## config.mk

```make
export PLATFORM = sky130hd
export DESIGN_NAME = pred_resolve
export DESIGN_NICKNAME = d
export VERILOG_FILES = /design/src/rtl/pred_resolve_pkg.sv /design/src/rtl/pred_queue.sv /design/src/rtl/pred_resolve.sv
export SDC_FILE = /design/constraint.sdc
export NUM_CORES = 1
export LEC_CHECK = 0
export BUFFER_PORTS_ARGS = -buffer_cell sky130_fd_sc_hd__clkbuf_2
export CAP_MARGIN = 20
export CORE_ASPECT_RATIO = 1.2
export CORE_UTILIZATION = 52
export CTS_BUF_LIST = sky130_fd_sc_hd__clkbuf_16
export CTS_CLUSTER_DIAMETER = 40
export CTS_CLUSTER_SIZE = 16
export DETAILED_ROUTE_END_ITERATION = 7
export PLACE_DENSITY = 0.71
export SLEW_MARGIN = 0
export SYNTH_ARGS = -nofsm -noshare
export SYNTH_HDL_FRONTEND = slang
export SYNTH_SLANG_ARGS = --single-unit
```

## constraint.sdc

```tcl
create_clock -name clk -period 5.7 [get_ports clk]
set_input_delay 0.57 -clock clk [delete_from_list [all_inputs] [get_ports clk]]
set_output_delay 0.57 -clock clk [all_outputs]
set_load 0.02 [all_outputs]
```

## src/rtl/pred_resolve_pkg.sv

```systemverilog
// Shared types for the branch prediction resolve path: branch type encoding
// and the per-instruction prediction record held in the in-order queue.
package pred_resolve_pkg;

    typedef enum logic [2:0] {
        BR_NOP  = 3'd0,
        BR_COND = 3'd1,
        BR_JMP  = 3'd2,
        BR_CALL = 3'd3,
        BR_RET  = 3'd4,
        BR_IND  = 3'd5
    } br_type_t;

    typedef struct packed {
        logic [31:0] pc;
        logic        taken;
        logic [31:0] tgt;
    } pred_entry_t;

    localparam int PC_STEP = 4;

endpackage

```

## src/rtl/pred_queue.sv

```systemverilog
// Dual-push / single-pop circular FIFO of predictions with a synchronous clear.
// Slot 1 is always written behind slot 0, so a same-cycle pair keeps fetch order.
module pred_queue
    import pred_resolve_pkg::*;
#(
    parameter int QDEPTH = 8,
    parameter int QIDLEN = $clog2(QDEPTH)
) (
    input  logic              clk,
    input  logic              resetn,
    input  logic              clear,
    input  logic              push_0,
    input  logic              push_1,
    input  pred_entry_t       entry_0,
    input  pred_entry_t       entry_1,
    input  logic              pop,
    output pred_entry_t       head_entry,
    output logic [QIDLEN:0]   count,
    output logic              push_ready
);

    localparam int CW = QIDLEN + 1;

    pred_entry_t       mem [QDEPTH];
    logic [QIDLEN-1:0] head;
    logic [QIDLEN-1:0] tail;
    logic [QIDLEN-1:0] tail_p1;
    logic [QIDLEN:0]   n_push;
    logic [QIDLEN:0]   n_pop;

    assign tail_p1    = tail + 1'b1;
    assign n_push     = CW'(push_0) + CW'(push_1);
    assign n_pop      = CW'(pop);
    assign head_entry = mem[head];
    assign push_ready = (count <= CW'(QDEPTH - 2));

    // Storage write: slot 0 lands at tail, slot 1 right behind it
    always_ff @(posedge clk) begin
        if (push_0) mem[tail] <= entry_0;
        if (push_1) mem[tail_p1] <= entry_1;
    end

    // Pointer and occupancy update; clear wins over any same-cycle push/pop
    always_ff @(posedge clk) begin
        if (!resetn) begin
            head  <= '0;
            tail  <= '0;
            count <= '0;
        end else if (clear) begin
            head  <= '0;
            tail  <= '0;
            count <= '0;
        end else begin
            tail  <= tail + n_push[QIDLEN-1:0];
            head  <= head + n_pop[QIDLEN-1:0];
            count <= count + n_push - n_pop;
        end
    end

endmodule

```

## src/rtl/pred_resolve.sv

```systemverilog
// Compares each executed instruction with its queued prediction and drives
// the predictor update / front-end redirect interface one cycle later.
module pred_resolve
    import pred_resolve_pkg::*;
#(
    parameter int QDEPTH = 8,
    parameter int QIDLEN = $clog2(QDEPTH)
) (
    input  logic        clk,
    input  logic        resetn,
    input  logic        push_valid_0,
    input  logic        push_valid_1,
    input  logic [31:0] push_pc_0,
    input  logic [31:0] push_pc_1,
    input  logic        push_taken_0,
    input  logic        push_taken_1,
    input  logic [31:0] push_tgt_0,
    input  logic [31:0] push_tgt_1,
    output logic        push_ready,
    input  logic        res_valid,
    input  logic [31:0] res_pc,
    input  logic [2:0]  res_type,
    input  logic        res_taken,
    input  logic [31:0] res_tgt,
    input  logic        flush,
    output logic        branch_mistaken,
    output logic [31:0] wrong_pc,
    output logic [31:0] right_target,
    output logic [2:0]  ins_type_w,
    output logic        update_orien_en,
    output logic [31:0] retire_pc,
    output logic        right_orien,
    output logic        q_err
);

    pred_entry_t     head_entry;
    pred_entry_t     entry_0;
    pred_entry_t     entry_1;
    logic [QIDLEN:0] q_count;
    logic            head_match;
    logic            res_ok;
    logic            res_bad;
    logic            mispredict;
    logic            drop_next;
    logic            push_block;
    logic            push_0;
    logic            push_1;
    logic            q_clear;

    assign entry_0 = '{pc: push_pc_0, taken: push_taken_0, tgt: push_tgt_0};
    assign entry_1 = '{pc: push_pc_1, taken: push_taken_1, tgt: push_tgt_1};

    // A resolve is only trusted when it names the instruction at the head
    assign head_match = (q_count != '0) && (res_pc == head_entry.pc);
    assign res_ok     = res_valid && !flush && head_match;
    assign res_bad    = res_valid && !flush && !head_match;
    assign mispredict = res_ok && ((head_entry.taken != res_taken) ||
                                   (res_taken && (head_entry.tgt != res_tgt)));

    // Fetch packets during a redirect cycle and the cycle after are wrong-path
    assign push_block = flush || mispredict || drop_next;
    assign push_0     = push_valid_0 && push_ready && !push_block;
    assign push_1     = push_0 && push_valid_1;
    assign q_clear    = flush || mispredict;

    pred_queue #(
        .QDEPTH (QDEPTH),
        .QIDLEN (QIDLEN)
    ) u_queue (
        .clk        (clk),
        .resetn     (resetn),
        .clear      (q_clear),
        .push_0     (push_0),
        .push_1     (push_1),
        .entry_0    (entry_0),
        .entry_1    (entry_1),
        .pop        (res_ok),
        .head_entry (head_entry),
        .count      (q_count),
        .push_ready (push_ready)
    );

    // Registered redirect/training outputs; pulses for one cycle, data holds
    always_ff @(posedge clk) begin
        if (!resetn) begin
            branch_mistaken <= 1'b0;
            wrong_pc        <= '0;
            right_target    <= '0;
            ins_type_w      <= '0;
            update_orien_en <= 1'b0;
            retire_pc       <= '0;
            right_orien     <= 1'b0;
            q_err           <= 1'b0;
            drop_next       <= 1'b0;
        end else begin
            branch_mistaken <= mispredict;
            drop_next       <= mispredict;
            update_orien_en <= res_ok && (res_type == BR_COND);
            if (mispredict) begin
                wrong_pc     <= res_pc;
                ins_type_w   <= res_type;
                right_target <= res_taken ? res_tgt : res_pc + 32'(PC_STEP);
            end
            if (res_ok && (res_type == BR_COND)) begin
                retire_pc   <= res_pc;
                right_orien <= res_taken;
            end
            if (res_bad) q_err <= 1'b1;
        end
    end

endmodule

```

# After elaboration in Yosys (flattened, before gate mapping)

Memories as Yosys holds them, arrays and structs flattened. A register that Yosys moved wholly into a read port is not among the register bits.
Index checks and enable logic that the tools add are counted.

Memories: 1
Memory bits (writable): 520
Latch bits: 0
Output and inout bits: 104
Bits in registers: 113
ROM bits: 0

$mul: 0
Bitwise gates (word level): 1
Add/sub/neg operators: 7
Div/mod/pow operators: 0
Eq/ne operators: 4
Shift operators: 0
Mux-type cells: 6
Order comparisons: 1
Reduce and logical (&&, ||, !) cells: 18

Memories:

| name        | depth | width | rd ports | clocked after memory_dff | wr ports | line             | source |
|---|---|---|---|---|---|---|---|
| u_queue.mem | 8     | 65    | 1        | 1                        | 2        | pred_queue.sv:24 | `pred_entry_t mem [QDEPTH];` |

Operator list:

| kind                    | number |
|---|---|
| $add A32 B3 Y32 const B | 1 |
| $eq A32 B32 Y1          | 1 |
| $mux W32                | 1 |
| $ne A32 B32 Y1          | 1 |
| $logic_and A1 B1 Y1     | 10 |
| $add A4 B4 Y4           | 1 |
| $le A4 B3 Y1 const B    | 1 |
| $mux W1                 | 4 |
| $reduce_bool A4 Y1      | 1 |
| $sub A4 B1 Y4           | 1 |
| $add A3 B1 Y3           | 1 |
| $add A3 B1 Y3 const B   | 1 |
| $add A3 B3 Y3           | 1 |
| $eq A3 B1 Y1 const B    | 1 |
| $logic_not A1 Y1        | 3 |
| $logic_or A1 B1 Y1      | 3 |
| $mux W3                 | 1 |
| $add A1 B1 Y2           | 1 |
| $reduce_or A2 Y1        | 1 |
| $ne A1 B1 Y1            | 1 |
| $not A1 Y1              | 1 |

# Depth between registers and ports, before layout

Depth in word-level cells: 12
Depth in mapped cells: 22

# Cells and area by module

From an unflattened synthesis, not the netlist that was laid out.

Cells, all modules: 2,107
Area, all modules: 32,185.9 um^2

Modules (own cells, without submodules):

| module       | area each (um^2) | cells an instance | instances |
|---|---|---|---|
| pred_queue   | 26,356.5         | 1,412             | 1 |
| pred_resolve | 5,829.3          | 695               | 1 |

# Worst setup path before layout

No wires, ideal clock.

Path kind: flip-flop to flip-flop
Start point: register u_queue.head[0] (netlist name)
End point: memory u_queue.mem[7][0] in the netlist's numbering, enable pin
Clock period less this slack: 5,915 ps
Setup slack: -215 ps
Setup time: 488 ps
Path buffers: 5
Required time: 5,212 ps
Data arrival time: 5,427 ps
Cell stages (with the launch flop): 14
Cell sequence: dfxtp_1 buf_4 buf_6 buf_4 mux4_2 mux2i_1 xnor2_1 nor4_1 nand4_1 nor4_1 a2111oi_0 buf_2 clkbuf_1 nor2_1

RTL lines:

| element          | line |
|---|---|
| end: declaration | pred_queue.sv:24 |

==> impl_metrics.json <==
{
  "synth_top_area_share_pct": 47.57,
  "crit_buf_inv": 3,
  "synth_top_cell_by_area": "edfxtp_1",
  "grt_pass1_wl_microns": 139900,
  "rows": 100,
  "initial_utilization_pct": 52.79,
  "p_int_mw": 8.671,
  "route.detailed.drc": 0,
  "final_antenna_net_count": 0,
  "synth_fp_nets": 2430,
  "hpwlAfterDp_microns": 60910,
  "avgSynthCellArea_sq_um": 14.84,
  "critPathMaxStageDelay_ns": 0.72,
  "h-tree-depth": 3,
  "post_route_cells_drive_above_1_share_pct": 44.50,
  "fp.dieH_microns": 277.2,
  "cts_tree": "done",
  "required_ns": 6.07,
  "crit_path_top_delay_cell": "dfxtp_4",
  "die_area_sq_um": 64140,
  "core-area_sq_um": 62180,
  "globalplace.congestion": 0.9073,
  "grt_overflow_total": 0,
  "worst_ep_arrival_time_ns": 5.73,
  "worstMarginPinSlew_ns": 0.9306,
  "synthesis.area_sq_um": 32830,
  "ys_async_sr_fraction_pct": 0,
  "crit_fanout": 26,
  "yosys.cell_types.count": 55,
  "seqCellArea_sq_um": 17890,
  "nNetsFinal": 2735,
  "design_area_sq_um": 38290,
  "max-cap-violations": 0,
  "ys_seq_area_share_pct": 54.46,
  "final_cell_mix": "edfxtp_1, mux2_2, clkbuf_2",
  "synth_edf_count": 520,
  "relSlewSlack_pct": 37.96,
  "final_common_cell": "edfxtp_1",
  "place_ws_ns": -0.1587,
  "fmax_ghz": 0.1863,
  "hold_violations": 0,
  "combPwrFrac_pct": 7.0,
  "vias": 21000,
  "die_w_microns": 231.4,
  "cts_hold_buf": 0,
  "finalMaxSlewViolations": 0,
  "grt_max_degree": 71,
  "track_usage_pct": 29.92,
  "grt_pass1_vias": 20880,
  "via_per_inst": 6.163,
  "period_needed_ns": 5.367,
  "ys_ff_latch": 633,
  "synthCells": 2212,
  "insertion_delay_ns": 0.63,
  "synth.area.top_cells": "edfxtp_1, mux2_2, dfxtp_1",
  "root_buffer": "clkbuf_16",
  "multiInputGateArea_sq_um": 13980,
  "cp_top_family": "simple AND/OR/NAND/NOR gates",
  "seq_power_share_pct": 45.2,
  "cp-end-kind": "flop",
  "clk_pin_slew_ns": 0.06,
  "clkSinkCount": 633,
  "grt_antenna_before_repair": 14,
  "status": "complete, no violations",
  "portBuffers": 307,
  "cts_buffer_depth": 3,
  "layout_setup_ws_ns": 0.3328,
  "hp-class": "input port to flop",
  "drt-total-wl_microns": 97330,
  "ios": 308,
  "clock_skew_ns": 0.02509,
  "ys_warn_count": 0,
  "power.leakage_nw": 13.69,
  "wl_per_cell_microns": 28.56,
  "pwr-share-clk_pct": 47.8,
  "fillerInstances": 4591,
  "cp-start-kind": "flop",
  "dr.pass1.iters": 5,
  "placed_cell_area_sq_um": 35370,
  "crit_chain": "buf_12, mux4_2, mux2i_1, xor2_1, nand4_1, nor4_2, nand4_1, a2111oi_4, buf_4, or4_4, buf_4, mux2_2",
  "path_class": "flop to flop",
  "finalCritPeriodShare_pct": 94.16,
  "drt_iter0_markers": 1936,
  "synth_ff_type": "edfxtp_1",
  "pwr_density_cell_nw_per_um2": 294.0,
  "ir_drop_uv": 261.9,
  "rsz0062_at_grt": "no",
  "setup_viol": 0,
  "swShare_pct": 22.97,
  "numCtsBuffers": 79,
  "syn_to_final_growth_pct": 16.65,
  "fin_tns_setup_ns": 0,
  "switchingPower_mw": 2.585
}
[sequential cells by signal, indices dropped and copies added, names as in the netlist]
signal	flops
update_orien_en	1
q_err	1
right_target	32
retire_pc	32
drop_next	1
u_queue.count	4
ins_type_w	3
u_queue.head	3
u_queue.mem	520
u_queue.tail	3
wrong_pc	32
right_orien	1
[layout make-up]
| cell class | count | area share [%] |
|---|---|---|
| flip-flops and latches | 633 | 46.72 |
| diodes | 10 | 0.06535 |
| inverters | 21 | 0.2059 |
| multi-input cells | 1405 | 36.52 |
| clock buffers | 84 | 5.489 |
| repair buffers | 377 | 6.365 |
| well taps | 816 | 2.666 |
| clock inverters | 62 | 1.974 |
[cell usage after synthesis (30+ instances only)]
| master | number |
|---|---|
| a22o_1 | 30 |
| buf_2 | 44 |
| buf_6 | 35 |
| clkbuf_1 | 48 |
| dfxtp_1 | 113 |
| edfxtp_1 | 520 |
| mux2_2 | 375 |
| mux2_4 | 150 |
| mux2i_1 | 199 |
| mux4_2 | 80 |
| nand2_1 | 85 |
| nand3_1 | 44 |
| nor2_1 | 112 |
| nor3_1 | 31 |
| o21ai_0 | 65 |
| xnor2_1 | 53 |
| xor2_1 | 30 |
[per-stage QoR]
step | hold WS [ns] | utilization (%) | instances | power (mW)
2_1_floorplan | 0.5334 | - | 2212 | 5.618
3_3_place_gp | 0.4433 | 56.87 | 3247 | 5.925
3_5_place_dp | 0.4545 | 56.87 | 3247 | 5.954
4_1_cts | 0.2640 | 61.48 | 3393 | 11.30
5_1_grt | 0.2865 | 61.56 | 3403 | 11.55
6_report | 0.2888 | 61.58 | 3408 | 11.26
[kinds of logic after synthesis]
| family | after synthesis | share of synthesized area, % |
|---|---|---|
| buf+inv | 175 | 3.278 |
| compound gates | 147 | 3.034 |
| mux | 804 | 31.28 |
| xor+xnor | 83 | 2.215 |
| fa+ha+maj | 14 | 0.5794 |
| flops | 633 | 54.46 |
| simple gates | 356 | 5.150 |
[worst min-delay path, cell delays in order]
cell,delay [ns]
clkbuf_2,0.14
nand3_1,0.08
o21ai_0,0.07
[timing repair]
| item | 4_1_cts | 5_1_grt |
|---|---|---|
| gates resized for setup | 1 | 0 |
| setup endpoints to repair | 284 | 2 |
| buffers inserted | 0 | 4 |
| cloned | 0 | 1 |
| pin swaps | 0 | 2 |
[layer usage]
layer  share of wire (%)  track usage, %
met1                  39           38.69
met2                  48           48.53
met3                 8.7           5.900
met4                 4.2           13.43
met5               0.066               0
[path summary, 6_finish.rpt]
kind | end | cells past startpoint | start | slack, ns
setup reg to reg | u_queue.mem[0][0]$_DFFE_PP_ | 12 | u_queue.head[0]$_SDFF_PP0_ | 0.33
hold / removal | retire_pc[11]$_SDFFE_PN0P_ | 3 | res_pc[11] | 0.29
setup / recovery | u_queue.mem[0][0]$_DFFE_PP_ | 12 | u_queue.head[0]$_SDFF_PP0_ | 0.33
hold reg to reg | retire_pc[12]$_SDFFE_PN0P_ | 2 | retire_pc[12]$_SDFFE_PN0P_ | 0.46
[power groups by stage]
stage                     registers (mW)  clock network, mW  logic, mW
after floorplan                     5.18                  0      0.433
after global placement              5.18                  0      0.745
after detailed placement            5.18                  0      0.770
after CTS                           5.09               5.44      0.777
after global routing                5.09               5.63      0.831
final                               5.09               5.38      0.786
(Power assumes the default switching activity.)
